**src/rtl/bike_pkg.sv**
```systemverilog
// Shared constants and types for the bike trip computer.
// No logic: scale factors, speed ceiling and the trip FSM state encoding.
package bike_pkg;
    localparam int MM_PER_M     = 1000;
    localparam int KMH10_FACTOR = 72;   // metres per half-second -> 0.1 km/h
    localparam int SPD_MAX_DEF  = 999;
    localparam int DIST_W_DEF   = 20;

    typedef enum logic [1:0] {IDLE, DIV, DONE} trip_state_t;
    typedef logic [DIST_W_DEF-1:0] dist_t;
endpackage

```
**src/rtl/seq_divider.sv**
```systemverilog
// Restoring divider, one quotient bit per cycle MSB first; DVD_W cycles after start.
// done is high during the final iteration cycle; quotient is valid the cycle after.
module seq_divider #(
    parameter int DVD_W = 27,
    parameter int DVS_W = 19
) (
    input  logic             clock,
    input  logic             reset,
    input  logic             start,
    input  logic             abort,
    input  logic [DVD_W-1:0] dividend,
    input  logic [DVS_W-1:0] divisor,
    output logic             busy,
    output logic             done,
    output logic [DVD_W-1:0] quotient
);
    localparam int CNT_W = $clog2(DVD_W);

    logic [CNT_W-1:0] cnt;
    logic [DVS_W:0]   rem;
    logic [DVS_W-1:0] dvs;
    logic [DVS_W+1:0] rem_shift;
    logic [DVS_W:0]   trial;
    logic             fits;

    // quotient doubles as the dividend shift register: its MSB feeds the remainder
    always_comb begin
        rem_shift = {rem, quotient[DVD_W-1]};
        fits      = rem_shift >= {2'b00, dvs};
        trial     = rem_shift[DVS_W:0] - {1'b0, dvs};
    end

    assign done = busy && (cnt == '0);

    always_ff @(posedge clock) begin
        if (!reset) begin
            busy     <= 1'b0;
            cnt      <= '0;
            rem      <= '0;
            dvs      <= '0;
            quotient <= '0;
        end else if (abort) begin
            busy <= 1'b0;
        end else if (start && !busy) begin
            quotient <= dividend;
            dvs      <= divisor;
            rem      <= '0;
            cnt      <= CNT_W'(DVD_W - 1);
            busy     <= 1'b1;
        end else if (busy) begin
            rem      <= fits ? trial : rem_shift[DVS_W:0];
            quotient <= {quotient[DVD_W-2:0], fits};
            if (cnt == '0)
                busy <= 1'b0;
            else
                cnt <= cnt - 1'b1;
        end
    end
endmodule

```
**src/rtl/trip_computer.sv**
```systemverilog
// Trip distance from debounced wheel edges, and average speed recomputed each second.
// avg_valid follows a sampled sec_pulse by DVD_W+1 edges (1 edge for a zero elapsed time).
module trip_computer
    import bike_pkg::*;
#(
    parameter int CIRC_MM = 2133,
    parameter int DIST_W  = 20,
    parameter int CUM_W   = 19,
    parameter int LOCKOUT = 8,
    parameter int SPD_MAX = SPD_MAX_DEF
) (
    input  logic              clock,
    input  logic              reset,
    input  logic              wheel_in,
    input  logic              trip_clear,
    input  logic              sec_pulse,
    input  logic [CUM_W-1:0]  half_sec_cum,
    output logic [DIST_W-1:0] dist_m,
    output logic [9:0]        avg_speed,
    output logic              avg_valid,
    output logic              busy
);
    localparam int DVD_W  = DIST_W + 7;
    localparam int LOCK_W = $clog2(LOCKOUT);

    logic              sync1, sync2, sync2_d;
    logic              rise, accept, drain;
    logic [LOCK_W-1:0] lock_cnt;
    logic [12:0]       mm_acc;

    assign rise   = sync2 & ~sync2_d;
    assign accept = rise && (lock_cnt == '0);
    assign drain  = mm_acc >= 13'(MM_PER_M);

    always_ff @(posedge clock) begin
        if (!reset) begin
            sync1    <= 1'b0;
            sync2    <= 1'b0;
            sync2_d  <= 1'b0;
            lock_cnt <= '0;
            mm_acc   <= '0;
            dist_m   <= '0;
        end else begin
            sync1   <= wheel_in;
            sync2   <= sync1;
            sync2_d <= sync2;
            if (accept)
                lock_cnt <= LOCK_W'(LOCKOUT - 1);
            else if (lock_cnt != '0)
                lock_cnt <= lock_cnt - 1'b1;
            // drain keeps running at saturation so mm_acc never overflows
            if (trip_clear) begin
                mm_acc <= '0;
                dist_m <= '0;
            end else begin
                mm_acc <= mm_acc + (accept ? 13'(CIRC_MM) : 13'd0)
                                 - (drain  ? 13'(MM_PER_M) : 13'd0);
                if (drain && dist_m != '1)
                    dist_m <= dist_m + 1'b1;
            end
        end
    end

    trip_state_t      state;
    logic             start, div_busy, div_done, zero_div;
    logic [DVD_W-1:0] dividend, quotient;

    assign dividend = DVD_W'(dist_m) * DVD_W'(KMH10_FACTOR);
    assign start    = (state == IDLE) && sec_pulse && !trip_clear && (half_sec_cum != '0);

    seq_divider #(.DVD_W(DVD_W), .DVS_W(CUM_W)) u_div (
        .clock    (clock),
        .reset    (reset),
        .start    (start),
        .abort    (trip_clear),
        .dividend (dividend),
        .divisor  (half_sec_cum),
        .busy     (div_busy),
        .done     (div_done),
        .quotient (quotient)
    );

    always_ff @(posedge clock) begin
        if (!reset) begin
            state     <= IDLE;
            avg_speed <= '0;
            avg_valid <= 1'b0;
            busy      <= 1'b0;
            zero_div  <= 1'b0;
        end else begin
            avg_valid <= 1'b0;
            if (trip_clear) begin
                state     <= IDLE;
                busy      <= 1'b0;
                avg_speed <= '0;
            end else begin
                case (state)
                    IDLE: if (sec_pulse) begin
                        zero_div <= (half_sec_cum == '0);
                        busy     <= (half_sec_cum != '0);
                        state    <= (half_sec_cum == '0) ? DONE : DIV;
                    end
                    DIV: if (div_done || !div_busy) begin
                        busy  <= 1'b0;
                        state <= div_done ? DONE : IDLE;
                    end
                    DONE: begin
                        if (zero_div)
                            avg_speed <= '0;
                        else if (quotient > DVD_W'(SPD_MAX))
                            avg_speed <= 10'(SPD_MAX);
                        else
                            avg_speed <= quotient[9:0];
                        avg_valid <= 1'b1;
                        state     <= IDLE;
                    end
                    default: state <= IDLE;
                endcase
            end
        end
    end
endmodule

```
**config.mk**
```make
export PLATFORM = sky130hd
export DESIGN_NAME = trip_computer
export DESIGN_NICKNAME = d
export VERILOG_FILES = /design/src/rtl/bike_pkg.sv /design/src/rtl/seq_divider.sv /design/src/rtl/trip_computer.sv
export SDC_FILE = /design/constraint.sdc
export NUM_CORES = 1
export LEC_CHECK = 0
export CORE_ASPECT_RATIO = 1.75
export CORE_UTILIZATION = 40
export DETAILED_ROUTE_END_ITERATION = 12
export GPL_ROUTABILITY_DRIVEN = 1
export SLEW_MARGIN = 5
export SYNTH_ARGS = -nofsm -noshare
export SYNTH_HDL_FRONTEND = slang
export SYNTH_HIERARCHICAL = 1
export SYNTH_SLANG_ARGS = --single-unit
```
**constraint.sdc**
```tcl
create_clock -name clock -period 4 [get_ports clock]
set_input_delay 0.4 -clock clock [delete_from_list [all_inputs] [get_ports clock]]
set_output_delay 0.4 -clock clock [all_outputs]
set_load 0.005 [all_outputs]
```
# Yosys cells after proc, flatten, opt, wreduce, memory -nomap -nowiden
# Cells that the tools add are included.
# Widths: inputs -> output; s select.
word_totals:
  elab_cells: 88
  output_inout_bits: 32
  ff_bits: 126
classes:
  eq_ne: 6
  n_addsub: 6
  reduce_logical: 26
  n_mul: 1
  bitwise: 4
  mux: 26
  magnitude_cmp: 3
ops:
  columns: ["op", "n"]
  rows:
  - ["$mux 20", 3]
  - ["$mux 27", 2]
  - ["$mux 10", 3]
  - ["$gt 27x10->1 const B", 1]
  - ["$mul 20x4->24 const B", 1]
  - ["$ge 21x19->1", 1]
  - ["$add 20x1->20 const B", 1]
  - ["$ne 20x20->1 const B", 1]
  - ["$sub 20x19->20", 1]
  - ["$logic_not 19->1", 1]
  - ["$reduce_bool 19->1", 1]
  - ["$mux 5", 3]
  - ["$add 13x12->13", 1]
  - ["$ge 13x10->1 const B", 1]
  - ["$sub 13x10->13", 1]
  - ["$mux 12", 1]
  - ["$reduce_and 3->1", 3]
  - ["$mux 2", 4]
  - ["$logic_and 1x1->1", 7]
  - ["$mux 1", 6]
  - ["$mux 3", 2]
  - ["$reduce_and 2->1", 3]
  - ["$reduce_bool 2->1", 3]
  - ["$logic_not 5->1", 1]
  - ["other kinds (16)", 20]

# Longest topological paths before layout
# Gate-level depths: netlist of run 1.
depth:
  ltp_word: 7
  ltp_mapped: 14

# Cells and area by module
# The synthesis of run 1 kept the hierarchy.
modules_own_cells:
  columns: ["module", "area_per_inst_um2", "cells_per_inst", "n_inst", "seq_area_each_um2"]
  rows:
  - ["seq_divider", 4171.5, 534, 1, 1441.4]
  - ["trip_computer", 3968.8, 487, 1, 1081.0]

# Worst setup path after synthesis of run 1
# Ideal clock, no wire load.
synth_timing:
  path_kind: "register -> register"
  from: "reg dist_m[4]"
  to: "reg u_div.quotient[25]"
  n_path_buf: 0
  path_slack_ns: 1.269
  t_arrival_ns: 2.640
  path_stages_with_launch: 12
  t_required_ns: 3.909
  synth_period_minus_slack_ns: 2.731
  path_cell_list: "dfxtp_1 ha_1 ha_1 fa_1 a211oi_1 o21ai_1 o2111ai_1 a211oi_1 o31ai_1 xnor2_1 nand2_1 a311oi_1"
synth_between:
  elab_chain_cells: 2
synth_lines:
  columns: ["element", "line", "rtl"]
  rows:
  - ["start: declaration", "trip_computer.sv:18", "output logic [DIST_W-1:0] dist_m,"]
  - ["start signal: assignment", "trip_computer.sv:59", "dist_m <= dist_m + 1'b1;"]
  - ["$mul 20x4->24", "trip_computer.sv:68", "assign dividend = DVD_W'(dist_m) * DVD_W'(KMH10_FACTOR);"]
  - ["net dividend[25]", "trip_computer.sv:66", "logic [DVD_W-1:0] dividend, quotient;"]
  - ["$mux 27", "seq_divider.sv:44", "end else if (start && !busy) begin"]
  - ["end signal: assignment", "seq_divider.sv:45", "quotient <= dividend;"]
  - ["end signal: assignment", "seq_divider.sv:52", "quotient <= {quotient[DVD_W-2:0], fits};"]
  - ["end: declaration", "seq_divider.sv:15", "output logic [DVD_W-1:0] quotient"]
# The timed path passes the listed nets, and every way through them passes these cells.
# A chain may end at the register's enable or synchronous reset.

# Final worst setup path of run 1
layout_timing:
  from: "in half_sec_cum[2]"
  to: "reg u_div.rem[17]"
layout_between:
  elab_chain_cells: 5
  word_cells_on_any_way: 6
  classes_between: "mux (1); reduce/logical (5)"
layout_lines:
  columns: ["element", "line", "rtl"]
  rows:
  - ["start: declaration", "trip_computer.sv:17", "input logic [CUM_W-1:0] half_sec_cum,"]
  - ["$reduce_bool 19->1 *", "trip_computer.sv:69", "assign start = (state == IDLE) && sec_pulse && !trip_clear && (half_sec_cum != '0);"]
  - ["$logic_and 1x1->1 *", "trip_computer.sv:69", null]
  - ["net start", "trip_computer.sv:65", "logic start, div_busy, div_done, zero_div;"]
  - ["$logic_and 1x1->1 *", "seq_divider.sv:44", null]
  - ["$reduce_bool 2->1 (no source line)", null, null]
  - ["$reduce_and 2->1 (no source line)", null, null]
  - ["end signal: assignment", "seq_divider.sv:51", "rem <= fits ? trial : rem_shift[DVS_W:0];"]
  - ["end: declaration", "seq_divider.sv:20", "logic [DVS_W:0] rem;"]
# The timed path passes the listed nets; every way through them passes the cells marked *.

==> results of run 1 <==
worst max-delay path by stage:
stage          cells past startpoint             from                 end
4_1_cts                           12  half_sec_cum[2]       u_div/rem[17]
6_report                          12  half_sec_cum[2]       u_div/rem[17]
5_1_grt                           12  half_sec_cum[2]       u_div/rem[17]
2_1_floorplan                     11        dist_m[4]  u_div/quotient[25]
3_5_place_dp                      12  half_sec_cum[2]       u_div/rem[17]
3_3_place_gp                      12  half_sec_cum[2]       u_div/rem[17]
cells in the final DEF (no fill, tap or decap), drive strengths merged, types with 10 or more instances in the layout:
cell type      synthesis  routed
ha                    80      80
xnor2                 31      31
nand4                 13      13
o211ai                10      10
nor2b                 11      11
mux2i                 19      19
inv                   49      50
clkdlybuf4s50          0      55
o21ai                 48      48
nor3                  22      22
nand3                 24      24
and2                  11      11
nor2                 113     113
clkbuf                28      18
buf                   11      10
a31oi                 10      10
nor4                  15      15
nand2b                11      11
dfxtp                126     126
a21boi                18      18
a211oi                11      11
nand2                169     169
a311oi                29      29
xor2                  24      24
a21oi                 50      50
logic make-up after synthesis:
family,Yosys count
AOI/OAI and AO/OA,230
and+or+nand+nor,417
adders and majority gates,83
buffers and inverters,89
other,1
DFF,126
muxes,20
xor gates and xnor gates,55
worst max-delay path: stages:
cell	delay, ns
clkdlybuf4s50_1	0.42
nor4_1	0.79
nand4_1	0.18
nor4_1	0.43
buf_4	0.23
nor2b_1	0.07
nor2_1	0.27
nor2_4	0.25
nor2_1	0.15
buf_4	0.29
o2bb2a_1	0.25
o21ai_0	0.06
sequential cells by signal (all words and copies together) (netlist names), 3 cells and up:
| register | count |
|---|---|
| u_div/rem | 20 |
| dist_m | 20 |
| mm_acc | 13 |
| avg_speed | 10 |
| u_div/cnt | 5 |
| u_div/dvs | 19 |
| lock_cnt | 3 |
| u_div/quotient | 27 |
metrics by stage:
stage	instances	total power, mW
6_report	1325	4.76
5_1_grt	1325	5.07
4_1_cts	1325	4.81
3_5_place_dp	1293	3.06
3_3_place_gp	1293	3.04
2_1_floorplan	1023	2.71
routing by layer:
layer  global-route usage [%]  vias up  part of all wire, %
li1                         -     3718                    -
met1                     19.9     3408                   36
met3                     4.31       55                  2.9
met4                     13.3        0                  5.3
met5                        0        -                    0
met2                     42.0      128                   55
power by group through the flow:
stage                     clock network [mW]  logic (mW)  registers, mW
final                                   1.73        1.62           1.41
after global routing                    1.82        1.83           1.42
after CTS                               1.77        1.63           1.41
after detailed placement                   0        1.62           1.44
after global placement                     0        1.60           1.44
after floorplan                            0        1.29           1.42
area by class of cell:
class | instances | area (µm²) | share of cell area [%]
clock buffer | 18 | 439 | 4.60
clock inverter | 14 | 215 | 2.25
inverter | 49 | 184 | 1.93
multi-input combinational | 808 | 5250 | 55.0
sequential | 126 | 2520 | 26.4
tap | 245 | 307 | 3.21
timing repair buffer | 65 | 626 | 6.55
==> impl_metrics.csv, run 1 <==
group,metric,value,unit
run_status,status,"finished, final reports clean",
logic_synthesis,post_synth_instance_area,8140,µm²
min_path,whs_path_depth,1,
sta,hold_slack,0.429,ns
logic_synthesis,yosys_warnings,6,
power_and_ir_drop,switching_share,33.5,%
routing,wl_per_cell,16.3,µm
global_routing,grt_pass1_vias,7128,
clock_tree,cts_resized,0,
routing,firstDrtPassIters,5,
logic_synthesis,syn_avg_cell_area,7.97,µm²
routing,drt_iter0_markers,444,
min_path,worstHoldEndpoint,"sync2",
sta,finalCriticalPeriod,3.48,ns
critical_path,cp_data_arrival_time,3.82,ns
die,rows,68,
die,die_w,110,µm
logic_synthesis,synthSimpleGateAreaFrac,23.2,%
global_routing,grt_max_degree,56,
power_and_ir_drop,ir_worst_vdd,0.325,mV
placement,hpwl,16.4,mm
cells_and_area,antennaDiodeCount,0,
sta,finalSetupTns,0,ns
power_and_ir_drop,switchingPower,1.60,mW
logic_synthesis,synth-edff-count,0,
logic_synthesis,yosysTopAreaCell,"dfxtp_1",
critical_path,r2r_cells,10,
sta,final.setup_skew,0.00829,ns
min_path,holdCritPathClass,"reg2reg",
critical_path,cp.required,4.34,ns
logic_synthesis,synth-async-reset-ratio,0,%
logic_synthesis,synth_top_family_by_area,"simple AND/OR/NAND/NOR gates",
power_and_ir_drop,p_per_area,499,nW/µm²
clock_tree,postCtsSetupBuffers,0,
die,dieHeight,191,µm
logic_synthesis,yosys.area_share.xor_xnor,5.92,%
clock_tree,h-tree-depth,4,
clock_tree,clock_sinks,126,
global_routing,antenna_found_initial,0,
cells_and_area,nFillCells,1988,
logic_synthesis,synth_cell_types,76,
die,fp.coreArea,19800,µm²
routing,dr_total_vias,7309,
logic_synthesis,synth_most_common_cell,"nand2_1",
routing,drc,0,
placement,dpl_cell_area,8890,µm²
routing,antenna_left,0,
power_and_ir_drop,pwr-share-comb,34.1,%
placement,gp_congestion,0.861,
sta,hold_viol,0,
placement,port_buffers,55,
power_and_ir_drop,p_int,3.17,mW
cells_and_area,design_area,9550,µm²
cells_and_area,syn_to_final_growth,17.3,%
global_routing,grt_usage,21.7,%
sta,rsz0062_at_grt,"no",
clock_tree,cts_tree,"done",
logic_synthesis,yosysSeqAreaShare,31.0,%
critical_path,crit_fanout,55,
clock_tree,clockBufferDepth,2,
global_routing,grt_overflow,0,
sta,relSlewSlack,25.2,%
job,maxCapViolCount,0,
die,floorplan.die_area,20900,µm²
logic_synthesis,synthMuxAreaShare,2.47,%
logic_synthesis,synth-compound-area-share,19.7,%
clock_tree,cts_inserted_buffers,17,
critical_path,startpoint_type,"input port",
sta,fin_ws,0.522,ns
cells_and_area,layout-drive-gt1-share,6.20,%
die,initial_core_util,41.1,%
routing,viasPerCell,5.52,
critical_path,crit_path_end_kind,"register",
logic_synthesis,syn-instance-count,1021,
logic_synthesis,ys_top_cells_by_area,"dfxtp_1 31%, ha_1 12%, nand2_1 7.8%",
logic_synthesis,synthFlopType,"dfxtp_1",
global_routing,grt_pass1_wl,34.7,mm
logic_synthesis,ys_ff_latch,126,
cells_and_area,nets,1174,
critical_path,path_class,"in2reg",
logic_synthesis,synth_common_cells,"169 x nand2_1, 126 x dfxtp_1, 113 x nor2_1",
clock_tree,clk_pin_slew,0.06,ns
die,pin_count,56,
sta,timing.final.crit_share,87.0,%
sta,setup_viol,0,
power_and_ir_drop,clockPowerShare,36.2,%
power_and_ir_drop,p_leak,3.82,nW
clock_tree,insertion_delay,0.43,ns
critical_path,timing.reg2reg.setup_slack,0.80,ns
routing,wl,21.6,mm
logic_synthesis,synth_top_area_share,31.0,%
clock_tree,cts-root-buf,"clkbuf_16",
logic_synthesis,synthAdderAreaFrac,13.0,%
cells_and_area,utilization,48.2,%
sta,drv_slew,0,
sta,max_freq,287,MHz
min_path,min_from,"sync1",
critical_path,reg2reg_to,"u_div/quotient[23]",
sta,tightest_slew,1.12,ns
clock_tree,cts_hold_buf,0,
critical_path,r2r-start,"dist_m[1]",
placement,dp_slack,0.209,ns
power_and_ir_drop,seqPwrFrac,29.7,%
(Power assumes the default switching activity.)
==> inputs of run 2 (changes only) <==
Settings changed: CORE_UTILIZATION 40 to 65, PLACE_DENSITY set to 0.87.
Clock period 4 ns to 4.1 ns, I/O delays scaled along.
==> impl_metrics.csv, run 2 (same netlist as run 1, synthesis figures left out) <==
group,metric,value,unit
critical_path,max_stage_delay,0.77,ns
critical_path,cp_num_buf_inv,3,
cells_and_area,layout-drive-gt1-share,6.20,%
routing,top_layer,"met4",
clock_tree,h-tree-depth,4,
sta,finalCriticalPeriod,3.84,ns
die,floorplan.die_area,13000,µm²
global_routing,grt_usage,34.6,%
cells_and_area,final_cell_mix,"169 x nand2_1, 126 x dfxtp_1, 112 x nor2_1, 80 x ha_1, 55 x clkdlybuf4s50_1",
clock_tree,cts_tree,"done",
power_and_ir_drop,p_total,4.61,mW
critical_path,cp.required,4.44,ns
placement,port_buffers,55,
placement,gp_congestion,0.915,
clock_tree,cts-root-buf,"clkbuf_16",
sta,timing.final.crit_share,93.8,%
sta,max_freq,260,MHz
critical_path,crit_fanout,55,
routing,antenna_left,0,
sta,hold_viol,0,
critical_path,cp.depth,12,
routing,wl_per_cell,17.3,µm
die,initial_core_util,67.1,%
global_routing,grt_pass1_wl,34.6,mm
clock_tree,insertion_delay,0.42,ns
global_routing,antenna_found_initial,0,
critical_path,startpoint_type,"input port",
sta,rsz0062_at_grt,"no",
routing,drc,0,
clock_tree,clockBufferDepth,2,
min_path,whs_path_depth,1,
power_and_ir_drop,p_per_area,488,nW/µm²
min_path,holdCritPathClass,"reg2reg",
clock_tree,postCtsSetupBuffers,0,
power_and_ir_drop,p_leak,3.83,nW
routing,dr_wl_met3,1.25,mm
cells_and_area,syn_to_final_growth,16.0,%
cells_and_area,largestRegisters,"u_div/quotient x27, dist_m x20, u_div/rem x20",
critical_path,crit_path_end_kind,"register",
critical_path,path_cells,"clkdlybuf4s50_1 > nor4_1 > nand4_1 > nor4_1 > buf_4 > nor2b_1 > nor2_1 > nor2_4 > nor2_1 > buf_4 > o2bb2a_1 > o21ai_0",
die,fp.coreArea,12100,µm²
critical_path,r2r_cells,11,
sta,drv_slew,0,
global_routing,grt_max_degree,56,
cells_and_area,layout_commonest_cell,"nand2_1",
placement,dp_slack,0.114,ns
sta,tightest_slew,1.08,ns
die,rows,53,
sta,finalSetupTns,0,ns
critical_path,cp_data_arrival_time,4.19,ns
global_routing,grt_overflow,0,
sta,final.setup_skew,0.0101,ns
routing,drt_iter0_markers,424,
die,dieHeight,150,µm
global_routing,grt_pass1_vias,7458,
job,maxCapViolCount,0,
sta,relSlewSlack,27.7,%
run_status,status,"finished, final reports clean",
clock_tree,clk_pin_slew,0.06,ns
routing,wl,21.6,mm
routing,viasPerCell,6.21,
clock_tree,clock_sinks,126,
cells_and_area,largest_reg_flops,27,
die,pin_count,56,
cells_and_area,finalNonFillerCells,1246,
routing,wl_met2,11.3,mm
die,die_w,86.6,µm
critical_path,cp_top_family,"simple AND/OR/NAND/NOR gates",
placement,dp.cells,1214,
power_and_ir_drop,ir_worst_vdd,0.572,mV
cells_and_area,regMostFlops,"u_div/quotient",
routing,wl_met1,7.39,mm
placement,hpwl,15.1,mm
clock_tree,cts_resized,0,
routing,dr_total_vias,7738,
critical_path,path_class,"in2reg",
cells_and_area,nets,1175,
routing,firstDrtPassIters,5,
cells_and_area,utilization,77.8,%
sta,fin_ws,0.255,ns
cells_and_area,antennaDiodeCount,0,
critical_path,slowest_stage,"nor4_1",
sta,setup_viol,0,
clock_tree,cts_inserted_buffers,17,
clock_tree,cts_hold_buf,0,
## run 2: routing by layer
metal | vias to the layer above | track usage [%]
li1 | 3722 | -
met4 | 0 | 29.3
met2 | 311 | 62.9
met5 | - | 0
met1 | 3573 | 31.6
met3 | 132 | 8.11
## run 2: layout make-up
type / count / area (µm²)
fillers: 885 / 2700
multi-input cells: 808 / 5250
inverters: 49 / 184
repair buffers: 66 / 633
well taps: 165 / 206
clock inverters: 12 / 184
clock buffers: 20 / 457
flip-flops and latches: 126 / 2520
## run 2: path summary, 6_finish.rpt
| path | startpoint | endpoint | slack (ns) |
|---|---|---|---|
| max | half_sec_cum[2] | u_div/rem[17] | 0.26 |
| min | sync1 | sync2 | 0.44 |
| max reg2reg | dist_m[1] | u_div/quotient[25] | 0.87 |
| min reg2reg | sync1 | sync2 | 0.44 |
## run 2: stage by stage
| step | hold WS (ns) | instance area (µm²) |
|---|---|---|
| 6_report | 0.444 | 9440 |
| 5_1_grt | 0.445 | 9440 |
| 4_1_cts | 0.440 | 9440 |
| 3_5_place_dp | 0.425 | 8800 |
| 3_3_place_gp | 0.426 | 8800 |
| 2_1_floorplan | 0.412 | 8150 |
## run 2: power breakdown
part	internal [mW]	switching, mW
combinational	0.682	0.898
sequential	1.31	0.0697
clock	1.06	0.589
total	3.05	1.56
==> inputs of run 3 (changes only) <==
Settings changed: RECOVER_POWER set to 25.
==> impl_metrics.csv, run 3 (same netlist as run 1, synthesis figures left out) <==
group,metric,value,unit
cells_and_area,syn_to_final_growth,15.9,%
placement,dp_slack,0.114,ns
critical_path,cp_data_arrival_time,4.14,ns
clock_tree,cts_resized,0,
critical_path,max_stage_delay,0.75,ns
cells_and_area,largest_reg_flops,27,
die,fp.coreArea,12100,µm²
clock_tree,h-tree-depth,4,
sta,hold_viol,0,
critical_path,cp_num_buf_inv,3,
clock_tree,insertion_delay,0.42,ns
sta,final.setup_skew,0.0115,ns
sta,timing.final.crit_share,92.6,%
cells_and_area,antennaDiodeCount,0,
power_and_ir_drop,p_leak,3.91,nW
power_and_ir_drop,p_per_area,488,nW/µm²
cells_and_area,layout_commonest_cell,"nand2_1",
critical_path,cp.required,4.44,ns
sta,tightest_slew,1.64,ns
critical_path,r2r_cells,11,
clock_tree,clk_pin_slew,0.06,ns
cells_and_area,final_cell_mix,"169 x nand2_1, 126 x dfxtp_1, 112 x nor2_1, 80 x ha_1, 50 x a21oi_1",
global_routing,grt_pass1_vias,7458,
run_status,violations,"max-capacitance violations, max-slew violations",
routing,wl,21.6,mm
placement,gp_congestion,0.915,
power_and_ir_drop,ir_worst_vdd,0.572,mV
placement,hpwl,15.1,mm
sta,max_freq,263,MHz
critical_path,crit_fanout,55,
clock_tree,postCtsSetupBuffers,0,
critical_path,path_class,"in2reg",
sta,rsz0062_at_grt,"no",
job,maxCapViolCount,1,
die,initial_core_util,67.1,%
routing,drt_iter0_markers,422,
die,rows,53,
clock_tree,cts_tree,"done",
clock_tree,clock_sinks,126,
min_path,min_from,"sync1",
sta,drv_slew,37,
global_routing,antenna_found_initial,0,
routing,dr_total_vias,7741,
cells_and_area,nFillCells,888,
critical_path,timing.reg2reg.setup_slack,0.86,ns
cells_and_area,nets,1175,
sta,finalCriticalPeriod,3.80,ns
critical_path,crit_path_end_kind,"register",
critical_path,r2r-start,"dist_m[1]",
clock_tree,cts_hold_buf,0,
cells_and_area,register_area,2520,µm²
critical_path,cp_top_family,"simple AND/OR/NAND/NOR gates",
sta,relSlewSlack,-9.66,%
routing,viasPerCell,6.21,
global_routing,grt_pass1_wl,34.6,mm
cells_and_area,multiInputGateArea,5250,µm²
global_routing,grt_usage,34.6,%
clock_tree,cts_inserted_buffers,17,
sta,fin_ws,0.303,ns
cells_and_area,regMostFlops,"u_div/quotient",
routing,antenna_left,0,
clock_tree,clockBufferDepth,2,
run_status,status,"finished, violations left",
routing,drc,0,
routing,wl_per_cell,17.3,µm
power_and_ir_drop,p_total,4.61,mW
critical_path,slowest_stage,"nor4_1",
global_routing,grt_max_degree,56,
clock_tree,cts-root-buf,"clkbuf_16",
global_routing,grt_overflow,0,
cells_and_area,layout-drive-gt1-share,6.01,%
die,die_w,86.6,µm
sta,finalSetupTns,0,ns
min_path,worstHoldEndpoint,"sync2",
sta,setup_viol,0,
routing,firstDrtPassIters,6,
placement,port_buffers,55,
die,floorplan.die_area,13000,µm²
critical_path,startpoint_type,"input port",
min_path,whs_path_depth,1,
die,dieHeight,150,µm
critical_path,reg2reg_to,"u_div/quotient[25]",
die,pin_count,56,
min_path,holdCritPathClass,"reg2reg",
critical_path,path_cells,"clkdlybuf4s50_1 > nor4_1 > nand4_1 > nor4_1 > buf_4 > nor2b_1 > nor2_1 > nor2_4 > nor2_1 > buf_4 > o2bb2a_1 > o21ai_0",
cells_and_area,largestRegisters,"u_div/quotient x27, dist_m x20, u_div/rem x20",
cells_and_area,utilization,77.7,%
run 3: cell types whose count changed in the layout (fill, tap and decap cells not counted), sizes merged:
cell	change
buf	-2
clkbuf	+2
clkdlybuf4s50	-26
dlygate4sd3	+26
run 3: per-layer routing:
| metal | GRT usage (%) | wire length (µm) | vias to the layer above |
|---|---|---|---|
| met3 | 8.11 | 1210 | 130 |
| li1 | - | - | 3725 |
| met2 | 62.9 | 11200 | 298 |
| met5 | 0 | 0 | - |
| met1 | 31.6 | 7440 | 3588 |
| met4 | 29.3 | 1740 | 0 |
run 3: where the power goes:
group | switching (mW) | leakage (nW) | total [mW] | internal [mW]
clock network | 0.591 | 0.307 | 1.65 | 1.06
registers | 0.0698 | 1.02 | 1.38 | 1.31
logic | 0.898 | 2.57 | 1.58 | 0.680
total | 1.56 | 3.91 | 4.61 | 3.05
run 3: how the worst max path moves through the flow:
stage	endpoint	slack, ns	from	cells past startpoint
5_1_grt	avg_speed[0]	0.20	reset	7
6_report	u_div/rem[17]	0.30	half_sec_cum[2]	12
3_5_place_dp	u_div/rem[17]	0.11	half_sec_cum[2]	12
2_1_floorplan	u_div/quotient[25]	1.37	dist_m[4]	11
4_1_cts	u_div/rem[17]	0.51	half_sec_cum[2]	12
3_3_place_gp	u_div/rem[17]	0.19	half_sec_cum[2]	12
run 3: cell type report:
cell class	instances	share of cell area, %
multi-input combinational	808	55.7
sequential	126	26.7
timing repair buffer	66	6.63
clock buffer	20	4.84
tap	165	2.19
clock inverter	12	1.95
inverter	49	1.95
run 3: per-stage QoR:
step | instances | hold slack (ns) | cell area (µm²)
after detailed placement | 1214 | 0.425 | 8800
after global routing | 1246 | 0.445 | 9430
final | 1246 | 0.438 | 9430
after global placement | 1214 | 0.426 | 8800
after CTS | 1246 | 0.440 | 9440
after floorplan | 1023 | 0.412 | 8150
